[config.mk]
export PLATFORM = sky130hd
export DESIGN_NAME = bus_exec_reply_flat
export DESIGN_NICKNAME = d
export VERILOG_FILES = /design/src/rtl/bus_exec_reply_pkg.sv /design/src/rtl/bus_exec_reply_if.sv /design/src/rtl/bus_exec_reply.sv /design/src/flat_wrapper.sv
export SDC_FILE = /design/constraint.sdc
export NUM_CORES = 1
export LEC_CHECK = 0
export ABC_CLOCK_PERIOD_IN_PS = 3900
export BUFFER_PORTS_ARGS = -buffer_cell sky130_fd_sc_hd__buf_2
export CAP_MARGIN = 20
export CORE_MARGIN = 4
export CORE_UTILIZATION = 40
export DETAILED_ROUTE_END_ITERATION = 7
export PLACE_DENSITY = 0.6
export SYNTH_ARGS = -nofsm -noshare
export SYNTH_HDL_FRONTEND = slang
export SYNTH_SLANG_ARGS = --single-unit
export TNS_END_PERCENT = 30
[constraint.sdc]
create_clock -name clk -period 3.9 [get_ports clk]
set_input_delay 0.78 -clock clk [delete_from_list [all_inputs] [get_ports clk]]
set_output_delay 0.78 -clock clk [all_outputs]
set_load 0.01 [all_outputs]
[src/rtl/bus_exec_reply_pkg.sv]
// Shared constants and FSM encoding for the register-bus executor and the host packet decoder.
package bus_exec_reply_pkg;

  localparam int unsigned ADDR_W       = 14;
  localparam logic [7:0]  SYNC_BYTE    = 8'h55;
  localparam logic [7:0]  TIMEOUT_DATA = 8'hFF;
  localparam int unsigned ADRH_WR_BIT  = 7;
  localparam int unsigned ADRH_ERR_BIT = 6;

  typedef enum logic [2:0] {
    ST_IDLE  = 3'd0,
    ST_BUS   = 3'd1,
    ST_SYNC  = 3'd2,
    ST_ADRH  = 3'd3,
    ST_ADRL  = 3'd4,
    ST_DATA  = 3'd5,
    ST_CKSUM = 3'd6
  } state_e;

  function automatic logic [7:0] adrh_byte(input logic wr, input logic err,
                                           input logic [ADDR_W-1:0] a);
    logic [7:0] b;
    b               = {2'b00, a[ADDR_W-1:8]};
    b[ADRH_WR_BIT]  = wr;
    b[ADRH_ERR_BIT] = err;
    return b;
  endfunction

endpackage

[src/rtl/bus_exec_reply_if.sv]
// Decoder sink, register bus and reply byte stream seen by bus_exec_reply.
interface bus_exec_reply_if;
  import bus_exec_reply_pkg::*;

  logic              sink_stb;
  logic              sink_ack;
  logic              sink_wr;
  logic [ADDR_W-1:0] sink_a;
  logic [7:0]        sink_d;

  logic              bus_stb;
  logic              bus_ack;
  logic              bus_we;
  logic [ADDR_W-1:0] bus_a;
  logic [7:0]        bus_dout;
  logic [7:0]        bus_din;

  logic              source_stb;
  logic              source_ack;
  logic [7:0]        source_d;

  modport slave (
    input  sink_stb, sink_wr, sink_a, sink_d, bus_ack, bus_din, source_ack,
    output sink_ack, bus_stb, bus_we, bus_a, bus_dout, source_stb, source_d
  );

  modport master (
    output sink_stb, sink_wr, sink_a, sink_d, bus_ack, bus_din, source_ack,
    input  sink_ack, bus_stb, bus_we, bus_a, bus_dout, source_stb, source_d
  );

endinterface

[src/rtl/bus_exec_reply.sv]
// Accepts one decoded transaction, runs it on the register bus with a timeout,
// then streams the 5-byte reply (sync, adrh, adrl, data, checksum).
module bus_exec_reply
  import bus_exec_reply_pkg::*;
#(
  parameter int unsigned TIMEOUT = 16
) (
  input logic              clk,
  input logic              rst_n,
  bus_exec_reply_if.slave  io
);

  localparam logic [7:0] TMO = 8'(TIMEOUT);

  state_e            state_q;
  logic              wr_q;
  logic              err_q;
  logic [ADDR_W-1:0] a_q;
  logic [7:0]        d_q;
  logic [7:0]        data_q;
  logic [7:0]        cnt_q;
  logic [7:0]        cksum_q;

  logic              sink_ack_q;
  logic              bus_stb_q;
  logic              bus_we_q;
  logic [ADDR_W-1:0] bus_a_q;
  logic [7:0]        bus_dout_q;
  logic              source_stb_q;
  logic [7:0]        source_d_q;

  logic [7:0]        adrh_d;
  logic              xfer;

  assign adrh_d = adrh_byte(wr_q, err_q, a_q);
  assign xfer   = source_stb_q & io.source_ack;

  always_ff @(posedge clk) begin
    if (!rst_n) begin
      state_q      <= ST_IDLE;
      wr_q         <= 1'b0;
      err_q        <= 1'b0;
      a_q          <= '0;
      d_q          <= '0;
      data_q       <= '0;
      cnt_q        <= '0;
      cksum_q      <= '0;
      sink_ack_q   <= 1'b0;
      bus_stb_q    <= 1'b0;
      bus_we_q     <= 1'b0;
      bus_a_q      <= '0;
      bus_dout_q   <= '0;
      source_stb_q <= 1'b0;
      source_d_q   <= '0;
    end else begin
      sink_ack_q <= 1'b0;
      case (state_q)
        ST_IDLE: begin
          cksum_q <= '0;
          if (io.sink_stb) begin
            wr_q       <= io.sink_wr;
            a_q        <= io.sink_a;
            d_q        <= io.sink_d;
            sink_ack_q <= 1'b1;
            bus_stb_q  <= 1'b1;
            bus_we_q   <= io.sink_wr;
            bus_a_q    <= io.sink_a;
            bus_dout_q <= io.sink_d;
            cnt_q      <= 8'd1;
            state_q    <= ST_BUS;
          end
        end
        ST_BUS: begin
          // cnt_q is the 1-based index of the current bus_stb cycle; ack beats timeout
          if (io.bus_ack || cnt_q == TMO) begin
            err_q        <= ~io.bus_ack;
            data_q       <= io.bus_ack ? (wr_q ? d_q : io.bus_din) : TIMEOUT_DATA;
            bus_stb_q    <= 1'b0;
            source_stb_q <= 1'b1;
            source_d_q   <= SYNC_BYTE;
            cksum_q      <= SYNC_BYTE;
            state_q      <= ST_SYNC;
          end else begin
            cnt_q <= cnt_q + 8'd1;
          end
        end
        ST_SYNC: if (xfer) begin
          source_d_q <= adrh_d;
          cksum_q    <= cksum_q + adrh_d;
          state_q    <= ST_ADRH;
        end
        ST_ADRH: if (xfer) begin
          source_d_q <= a_q[7:0];
          cksum_q    <= cksum_q + a_q[7:0];
          state_q    <= ST_ADRL;
        end
        ST_ADRL: if (xfer) begin
          source_d_q <= data_q;
          cksum_q    <= cksum_q + data_q;
          state_q    <= ST_DATA;
        end
        ST_DATA: if (xfer) begin
          source_d_q <= cksum_q;
          state_q    <= ST_CKSUM;
        end
        ST_CKSUM: if (xfer) begin
          source_stb_q <= 1'b0;
          state_q      <= ST_IDLE;
        end
        default: state_q <= ST_IDLE;
      endcase
    end
  end

  assign io.sink_ack   = sink_ack_q;
  assign io.bus_stb    = bus_stb_q;
  assign io.bus_we     = bus_we_q;
  assign io.bus_a      = bus_a_q;
  assign io.bus_dout   = bus_dout_q;
  assign io.source_stb = source_stb_q;
  assign io.source_d   = source_d_q;

endmodule

[src/flat_wrapper.sv]
// flat-port wrapper written by rule: the top's interface ports become plain ports
module bus_exec_reply_flat import bus_exec_reply_pkg::*;
#(
  parameter int unsigned TIMEOUT = 16
)
  (clk, rst_n, io_sink_stb, io_sink_wr, io_sink_a, io_sink_d, io_bus_ack, io_bus_din, io_source_ack, io_sink_ack, io_bus_stb, io_bus_we, io_bus_a, io_bus_dout, io_source_stb, io_source_d);
  bus_exec_reply_if io_i ();
  input logic clk;
  input logic rst_n;
  input wire logic [$bits(io_i.sink_stb)-1:0] io_sink_stb;
  input wire logic [$bits(io_i.sink_wr)-1:0] io_sink_wr;
  input wire logic [$bits(io_i.sink_a)-1:0] io_sink_a;
  input wire logic [$bits(io_i.sink_d)-1:0] io_sink_d;
  input wire logic [$bits(io_i.bus_ack)-1:0] io_bus_ack;
  input wire logic [$bits(io_i.bus_din)-1:0] io_bus_din;
  input wire logic [$bits(io_i.source_ack)-1:0] io_source_ack;
  output wire logic [$bits(io_i.sink_ack)-1:0] io_sink_ack;
  output wire logic [$bits(io_i.bus_stb)-1:0] io_bus_stb;
  output wire logic [$bits(io_i.bus_we)-1:0] io_bus_we;
  output wire logic [$bits(io_i.bus_a)-1:0] io_bus_a;
  output wire logic [$bits(io_i.bus_dout)-1:0] io_bus_dout;
  output wire logic [$bits(io_i.source_stb)-1:0] io_source_stb;
  output wire logic [$bits(io_i.source_d)-1:0] io_source_d;
  assign io_i.sink_stb = io_sink_stb;
  assign io_i.sink_wr = io_sink_wr;
  assign io_i.sink_a = io_sink_a;
  assign io_i.sink_d = io_sink_d;
  assign io_i.bus_ack = io_bus_ack;
  assign io_i.bus_din = io_bus_din;
  assign io_i.source_ack = io_source_ack;
  assign io_sink_ack = io_i.sink_ack;
  assign io_bus_stb = io_i.bus_stb;
  assign io_bus_we = io_i.bus_we;
  assign io_bus_a = io_i.bus_a;
  assign io_bus_dout = io_i.bus_dout;
  assign io_source_stb = io_i.source_stb;
  assign io_source_d = io_i.source_d;
  bus_exec_reply #(.TIMEOUT(TIMEOUT)) u_core (.clk(clk), .rst_n(rst_n), .io(io_i));
endmodule
==> impl_results.md <==
* Crit-path max FO at 11
* Placement Rows at 32
* Critical Path AT at 3590 ps
* Register area share after synthesis at 38.9%
* Top cells by area, synth: dfxtp_1 39%, nand2_1 7.9%, a21oi_1 6.1%, ha_1 3.9%, o221a_2 3.5%
* Layout cells sized above 1 at 28.7%
* Antenna fix cells at 0
* CP most frequent cell: and3_1
* RR Endpoint: u_core.cksum_q[7]
* Tmin final at 3350 ps
* Area grow syn2layout at 20.8%
* Startpoint types: flop
* Post-Synthesis Cells at 371
* Synthesis Warnings at 0
* Async set-reset flop share out of synthesis at 0%
* Worst Path Required at 4150 ps
* LEAKAGE at 1.68 nW
* Post-layout nets at 485
* Number of synthesized flops with an enable pin at 0
* Placed wire-length estimate at 6.38 mm
* Final Slew Violations at 0
* Critical Path Max Stage Delay at 600 ps
* All-layer global routing usage at 18.7%
* Die area at 9470 µm²
* Root Buffer: clkbuf_8
* Final setup viols at 0
* Worst-path clk slew at 80 ps
* PortBufs at 69
* Number of routed nets with antenna violations at 0
* Die Wd at 97.3 µm
* Worst min path class: flop to flop
* Iteration-0 DRC Markers at 155
* Hold Crit Start: u_core.d_q[7]
* RSZ-0062 raised after global routing: false
* GP Congestion at 0.901
* CTS tree: yes
* Top FF cell, synth: dfxtp_1
* Vias in the first global route at 2,929
* Clk_skew at 10.4 ps
* Initial Utilization at 41.3%
* VDD IR max at 0.240 mV
* CP delay by family, top: simple AND/OR/NAND/NOR gates
* H-tree Lvls at 3
* First-pass GRT wire length at 14.4 mm
* Drt pass-1 iters at 4
* Yosys top cell area share at 38.9%
* Final WL at 8.74 mm
* Post-Route Setup TNS at 0 ps
* Clk sinks at 62
* DR vias at 2,907
* Yosys reg bits at 62
* Drt wl/cell at 16.0 µm
* Post-CTS setup buffers at 0
* Cts hold-fix bufs at 0
* Slew HR at 46.0%
* Reg-to-reg startpoint: u_core.state_q[2]
* Power density cells at 431 nW/µm²
* Pin count of the biggest net entering global routing at 31
* Crit path buffers/inverters at 0
* Commonest non-fill, non-tap cells in the layout: 69 x buf_2, 67 x nand2_1, 62 x dfxtp_1
* Most common cell after layout, fill and taps aside: buf_2
* Post-synth net total at 418
* Via density at 5.33
* Die Y at 97.3 µm
* IO Pins at 70
* Synth unique cells at 57
* R2R cell count at 9
* Setup crit end kind: flop
* Number of fill cells at 745
* Initial antenna violation count at 0
* WHS Path Cells at 2
* Remaining global-route overflow at 0
* Fmax achieved at 299 MHz
* Worst path slowest cell: nor3b_2
* Post-route cell area at 3850 µm²
* # resized after CTS at 0
* DRC violations left at 0
* Area of the core at 7730 µm²
* Worst Hold End: u_core.d_q[7]
* Crit share post-route at 85.8%
* Synth Cell Area at 3190 µm²
* Setup CP Type: flop to flop
* Syn Area/Cell at 8.60 µm²
* Placement-stage cell area at 3620 µm²
* Worst skew pair latency at 360 ps
* Status: finished, final reports clean
* Cells along the critical path: nor3b_2 > nor2_1 > a21o_1 > ha_1 > o21ai_0 > a32oi_1 > and3_1 > or4_1 > and3_1
* R2R setup slack at 550 ps
* Final Hold Viols at 0
* CTS Buffer Depth at 2
* Cell taking the most area after synthesis: dfxtp_1
* Worst-Margin Slew at 810 ps
* Num CTS Buffers at 9
* MaxCap Viol Count at 0
## report_power, final
part	internal, mW	switching (mW)
clock	0.381	0.283
combinational	0.117	0.163
sequential	0.676	0.0389
## worst register-to-register path, cell delays in order (launching register included)
cell and delay (ps):
dfxtp_1 510, nor3b_2 600, nor2_1 280, a21o_1 250
ha_1 330, o21ai_0 260, a32oi_1 170, and3_1 220
or4_1 450, and3_1 180
## how the worst max path moves through the flow
| stage | from | end | slack (ps) | cells after the start |
|---|---|---|---|---|
| after global placement | u_core.state_q[2] | u_core.cksum_q[7] | 710 | 9 |
| after detailed placement | u_core.state_q[2] | u_core.cksum_q[7] | 630 | 9 |
| final | u_core.state_q[2] | u_core.cksum_q[7] | 550 | 9 |
| after CTS | u_core.state_q[2] | u_core.cksum_q[7] | 600 | 9 |
| after global routing | u_core.state_q[2] | u_core.cksum_q[7] | 310 | 9 |
| after floorplan | u_core.state_q[2] | u_core.cksum_q[7] | 1230 | 11 |
## through the flow
step	hold WS, ps	setup WS [ps]	cells	utilization [%]	total power, mW
6_report	469	554	545	49.8	1.66
5_1_grt	495	312	545	49.8	1.73
4_1_cts	470	601	545	49.8	1.67
3_5_place_dp	457	625	529	46.8	1.01
3_3_place_gp	453	712	529	46.8	1.01
2_1_floorplan	449	1230	371	-	0.907
## final cells by class
type	count	area (µm²)	share of cell area (%)
Inverter	13	48.8	1.27
Multi-Input combinational cell	275	1800	46.7
Timing Repair Buffer	77	405	10.5
Clock inverter	6	93.8	2.44
Sequential cell	62	1240	32.2
Clock buffer	10	138	3.57
Tap cell	102	128	3.31
## synth_stat cells (all sizes together) (3+ instances only)
cell	n
nand2	68
dfxtp	62
a21oi	39
nor2	25
inv	12
nor3	12
o21ai	12
clkbuf	11
buf	10
ha	10
o221a	10
mux2	8
nand3	8
xor2	8
a21o	7
a211oi	6
a22oi	5
nand4	5
a21boi	4
a221oi	4
a311oi	4
a22o	3
and3	3
o21a	3
## metal layers
layer / wire (µm) / up-vias / GRT usage, %
met5: 0 / - / 0
met4: 131 / 0 / 8.52
met3: 568 / 13 / 4.45
met2: 3920 / 87 / 28.7
met1: 4110 / 1344 / 24.8
li1: - / 1463 / -
## logic make-up (layout without fill, tap and decap cells)
logic type	Yosys count	after routing	share of synthesized area (%)
AO/OA/AOI/OAI	107	107	24.6
buffers and inverters	34	106	5.02
XOR/XNOR	10	10	2.75
AND/OR/NAND/NOR	139	139	21.3
flip-flops	62	62	38.9
multiplexers	8	8	2.82
adder cells (fa/ha/maj)	11	11	4.55
## flip-flops by register name (all words and copies together) (netlist names)
register,count
u_core.err_q,1
u_core.io.bus_stb,1
u_core.io.source_d,8
u_core.data_q,8
u_core.cksum_q,8
u_core.d_q,8
u_core.cnt_q,8
u_core.a_q,14
u_core.wr_q,1
u_core.state_q,3
u_core.io.source_stb,1
u_core.io.sink_ack,1
No activity file was read; power rests on OpenSTA's default activity.
